## config.mk

```make
export PLATFORM = sky130hd
export DESIGN_NAME = mux_share_arbiter
export DESIGN_NICKNAME = d
export VERILOG_FILES = /design/src/rtl/mux_share_arbiter.sv
export SDC_FILE = /design/constraint.sdc
export NUM_CORES = 1
export LEC_CHECK = 0
export BUFFER_PORTS_ARGS = -buffer_cell sky130_fd_sc_hd__buf_2
export CORE_UTILIZATION = 46
export CTS_CLUSTER_DIAMETER = 200
export CTS_CLUSTER_SIZE = 16
export DETAILED_ROUTE_END_ITERATION = 8
export PLACE_DENSITY = 0.78
export SETUP_SLACK_MARGIN = 0.3
export SLEW_MARGIN = 20
export SYNTH_ARGS = -nofsm -noshare
export SYNTH_HDL_FRONTEND = slang
export SYNTH_SLANG_ARGS = --single-unit
```

## constraint.sdc

```tcl
create_clock -name clk -period 2.5 [get_ports clk]
set_clock_uncertainty 0.05 [all_clocks]
set_input_delay 0.5 -clock clk [delete_from_list [all_inputs] [get_ports clk]]
set_output_delay 0.5 -clock clk [all_outputs]
set_load 0.01 [all_outputs]
```

## src/rtl/mux_share_arbiter.sv

```systemverilog
`default_nettype none
// ============================================================================
// Module      : mux_share_arbiter
// Description : Round-robin arbiter sharing one 2:1 mux datapath between two
//               valid/ready requesters, with a burst cap against starvation.
// Revision    : 1.0 - initial release
// ============================================================================
module mux_share_arbiter #(
    parameter int W         = 8,
    parameter int MAX_BURST = 4
) (
    input  logic         clk,
    input  logic         rst_n,
    input  logic         a_req,
    input  logic [W-1:0] a_data,
    output logic         a_ack,
    input  logic         b_req,
    input  logic [W-1:0] b_data,
    output logic         b_ack,
    output logic         z_valid,
    output logic [W-1:0] z_data,
    input  logic         z_ready,
    output logic         sel,
    output logic         busy
);

    localparam int            c_CNT_W = $clog2(MAX_BURST) + 1;
    localparam logic [c_CNT_W-1:0] c_CAP = c_CNT_W'(MAX_BURST - 1);

    typedef enum logic [1:0] {
        S_IDLE    = 2'd0,
        S_GRANT_A = 2'd1,
        S_GRANT_B = 2'd2
    } state_t;

    state_t               r_state;
    state_t               w_stateNext;
    state_t               w_otherState;
    logic                 r_last;
    logic                 w_lastNext;
    logic [c_CNT_W-1:0]   r_cnt;
    logic [c_CNT_W-1:0]   w_cntNext;
    logic                 r_sel;
    logic                 r_busy;
    logic                 w_grant;
    logic                 w_isB;
    logic                 w_ownReq;
    logic                 w_otherReq;
    logic                 w_xfer;

    // Owner/other views let both grant states share one set of rules.
    assign w_grant      = (r_state != S_IDLE);
    assign w_isB        = (r_state == S_GRANT_B);
    assign w_ownReq     = w_isB ? b_req : a_req;
    assign w_otherReq   = w_isB ? a_req : b_req;
    assign w_otherState = w_isB ? S_GRANT_A : S_GRANT_B;

    assign z_valid = w_grant & w_ownReq;
    assign w_xfer  = z_valid & z_ready;
    assign a_ack   = w_xfer & ~r_sel;
    assign b_ack   = w_xfer &  r_sel;
    assign z_data  = r_sel ? b_data : a_data;
    assign sel     = r_sel;
    assign busy    = r_busy;

    always_comb begin
        w_stateNext = r_state;
        w_lastNext  = r_last;
        w_cntNext   = r_cnt;
        case (r_state)
            S_IDLE: begin
                w_cntNext = '0;
                // r_last = 1 means B was served last, so A wins a tie.
                if (a_req && (!b_req || r_last)) begin
                    w_stateNext = S_GRANT_A;
                end else if (b_req) begin
                    w_stateNext = S_GRANT_B;
                end
            end
            S_GRANT_A, S_GRANT_B: begin
                if (!w_ownReq) begin
                    w_lastNext  = w_isB;
                    w_cntNext   = '0;
                    w_stateNext = w_otherReq ? w_otherState : S_IDLE;
                end else if (w_xfer) begin
                    if (w_otherReq && (r_cnt == c_CAP)) begin
                        w_lastNext  = w_isB;
                        w_cntNext   = '0;
                        w_stateNext = w_otherState;
                    end else if (r_cnt != c_CAP) begin
                        w_cntNext = r_cnt + 1'b1;
                    end
                end
            end
            default: begin
                w_stateNext = S_IDLE;
                w_cntNext   = '0;
            end
        endcase
    end

    always_ff @(posedge clk or negedge rst_n) begin
        if (!rst_n) begin
            r_state <= S_IDLE;
            r_last  <= 1'b1;
            r_cnt   <= '0;
            r_sel   <= 1'b0;
            r_busy  <= 1'b0;
        end else begin
            r_state <= w_stateNext;
            r_last  <= w_lastNext;
            r_cnt   <= w_cntNext;
            r_busy  <= (w_stateNext != S_IDLE);
            if (w_stateNext != S_IDLE) begin
                r_sel <= (w_stateNext == S_GRANT_B);
            end
        end
    end

endmodule
`default_nettype wire

```

==> Flow_metrics.wiki <==
{| class="wikitable"
! Metric !! Value
|-
| Run status || finished clean
|-
| Maximum VDD drop || 542 µV
|-
| Routability cong. || 0.814
|-
| Setup slack after placement || 0.302 ns
|-
| Post-place instance area || 923 µm²
|-
| DIE HEIGHT || 42.8 µm
|-
| Worst reg2reg path depth || 6
|-
| CTS tree || yes
|-
| Most common cell after layout, fill and taps aside || sky130_fd_sc_hd__buf_2
|-
| Number of synthesized register bits || 8
|-
| Crit path largest cell delay || 0.41 ns
|-
| Top Ports || 34
|-
| Critical path type || reg -> out
|-
| Post-route setup slack || 0.333 ns
|-
| Number of antenna diodes || 0
|-
| HPWL after DPL || 1360 µm
|-
| Critical path endpoint category || primary output
|-
| First-pass GRT wire length || 2750 µm
|-
| Number of enable-type register cells in the synthesized netlist || 0
|-
| Primary FF master, synth || sky130_fd_sc_hd__dfrtp_1
|-
| Avg Inst Size Synth || 9.32 µm²
|-
| Number of input and output port buffers inserted || 33
|-
| Largest net degree at the start of global routing || 13
|-
| Maximum Capacitance Violations || 0
|-
| Share of cells above drive strength 1 || 43.2%
|-
| Upper clock frequency limit || 461 MHz
|-
| Delay-heaviest family, CP || flip-flops
|-
| CTS H-tree depth || 1
|-
| Antenna violations before repair || 0
|-
| Arr. time, crit path || 1.62 ns
|-
| Clock Sink Count || 8
|-
| Most frequent cells in the layout || sky130_fd_sc_hd__buf_2 (33), sky130_fd_sc_hd__mux2_1 (8), sky130_fd_sc_hd__nand2b_1 (6), sky130_fd_sc_hd__dfrtp_1 (6)
|-
| CP max FO || 5
|-
| Routed via count divided by cell count || 5.49
|-
| Die Footprint || 1830 µm²
|-
| Critical path cell sequence || inv_2 > ha_4 > mux2i_4 > nor2_4 > and2_1 > buf_2
|-
| DRC Markers || 0
|-
| Clock transition time at the flip-flop clock pins of the worst setup and hold paths || 0.05 ns
|-
| Core box area || 1520 µm²
|-
| Design Power || 0.957 mW
|-
| Period utilization || 86.7%
|-
| Initial DRC count || 9
|-
| Vias in the first global route || 705
|-
| Worst setup SP type || flip-flop
|-
| Unrepaired setup endpoints after global routing || yes
|-
| Clock Latency Late Sink || 0.25 ns
|-
| Buffers from clock root to sink, at most || 2
|-
| Number of buffers created by CTS || 3
|-
| Routed wirelength normalized by instance count || 12.9 µm
|-
| Final instance area || 1010 µm²
|-
| Share of async-settable or async-resettable flops after synthesis || 100%
|-
| Number of nets still failing antenna checks after routing || 0
|-
| Final wirelength || 1730 µm
|-
| Number of nets in the finished design || 145
|-
| Mapped Area || 764 µm²
|-
| Buffering stage count on the worst path with inverters included || 2
|-
| Post-layout instance count excluding filler cells || 134
|-
| Instance count of the mapped netlist || 82
|-
| Worst path depth || 6
|-
| Vias || 735
|-
| GRT Residual Overflow || 0
|-
| Power per unit of standard cell area || 949 nW/µm²
|-
| Clock Tree Root || sky130_fd_sc_hd__clkbuf_4
|-
| Final TNS setup || 0 ns
|-
| Transition at the pin with the smallest max-transition slack || 0.408 ns
|-
| Site Rows || 14
|-
| Number of failing setup endpoints in the final timing report || 0
|-
| Overall die width || 42.8 µm
|-
| Unique masters post-synth || 32
|-
| Syn_nets || 108
|-
| Worst Hold Class || in -> async
|-
| Placed cell count || 127
|-
| Final Hold Viols || 0
|-
| Portion of the post-synthesis area used by sequential elements || 26.4%
|-
| Static leakage power || 0.472 nW
|-
| Total routing resource utilization after global routing || 19.9%
|-
| Relative max-transition margin || 72.0%
|-
| Slowest-stage cell, CP || sky130_fd_sc_hd__dfrtp_1
|-
| Data required time of the worst path || 1.95 ns
|-
| TritonRoute pass-1 iters || 5
|-
| Final period demand of the worst path || 2.17 ns
|-
| Initial core utilization || 50.2%
|-
| P&R area growth vs syn || 31.9%
|-
| Final Max Tran Viols || 0
|-
| Total of warnings raised by yosys || 0
|}
[synthesized netlist by cell type, types with 3 or more instances]
cell | instances | share of area (%)
sky130_fd_sc_hd__mux2_1 | 8 | 12
sky130_fd_sc_hd__dfrtp_1 | 7 | 23
sky130_fd_sc_hd__nand2b_1 | 6 | 4.9
sky130_fd_sc_hd__nor2_1 | 6 | 2.9
sky130_fd_sc_hd__ha_1 | 5 | 8.2
sky130_fd_sc_hd__inv_1 | 5 | 2.5
sky130_fd_sc_hd__nand2_1 | 5 | 2.5
sky130_fd_sc_hd__a21oi_1 | 4 | 2.6
sky130_fd_sc_hd__a21o_1 | 3 | 2.9
sky130_fd_sc_hd__buf_2 | 3 | 2.0
sky130_fd_sc_hd__mux2i_1 | 3 | 3.9
sky130_fd_sc_hd__nor2b_1 | 3 | 2.5
sky130_fd_sc_hd__nor3_1 | 3 | 2.0
[worst register-to-register path, delay by kind of cell, from the launching register on]
kind            cells  cell delay [ns]
compound gates      2             0.46
fa+ha+maj           1             0.23
buf+inv             1             0.07
flops               1             0.42
simple gates        2             0.78
[final cells by class]
type / count / area (µm²)
Sequential cell: 8 / 203
Tap cell: 16 / 20.0
Fill cell: 129 / 515
Clock buffer: 4 / 26.3
Multi-Input combinational cell: 65 / 553
Timing Repair Buffer: 36 / 188
Inverter: 5 / 18.8
[per-stage QoR]
stage | hold slack (ns) | util [%]
floorplan | 0.154 | -
global placement | 0.295 | 60.6
detailed placement | 0.296 | 60.6
CTS | 0.0244 | 64.2
global route | 0.0214 | 66.2
finish | 0.0306 | 66.2
[repair_timing]
item / in CTS / in global routing
buffers inserted: 0 / 3
hold buffers: 0 / 0
resized for setup: 7 / 2
setup endpoints to repair: 4 / 1
[kinds of logic after synthesis]
group | count (synthesis) | share of synthesized area, %
buffers and inverters | 9 | 5.89
flip-flops | 8 | 26.4
AO/OA/AOI/OAI | 19 | 18.5
AND/OR/NAND/NOR | 28 | 22.4
adder cells (fa/ha/maj) | 5 | 8.18
multiplexers | 13 | 18.7
[metal layers]
layer | part of all wire [%] | wire, µm | track usage, % | up-vias
met4 | 0.52 | 9 | 10.0 | 0
met5 | 0 | 0 | 0 | -
met1 | 41 | 714 | 20.7 | 334
li1 | - | - | - | 368
met3 | 6.6 | 115 | 2.98 | 2
met2 | 51 | 891 | 37.6 | 31
[path summary, 6_finish.rpt]
kind	endpoint	startpoint	slack, ns
setup reg to reg	sel	r_state[1]	0.40
min in group clk	r_cnt[1]	r_cnt[1]	0.49
hold reg to reg	r_cnt[1]	r_cnt[1]	0.49
max in group asynchronous	r_last	rst_n	2.13
hold / removal	r_cnt[1]	rst_n	0.03
setup / recovery	b_ack	r_state[0]	0.33
[power by group]
part	internal, mW	switching, mW
Clock	0.0608	0.0398
Combinational	0.317	0.307
Sequential	0.176	0.0561
[sequential cells by signal, summed over array words and instances (netlist names)]
| signal | count |
|---|---|
| sel | 1 |
| busy | 1 |
| r_cnt | 3 |
| r_state | 2 |
| r_last | 1 |
No activity file was read; power rests on OpenSTA's default activity.
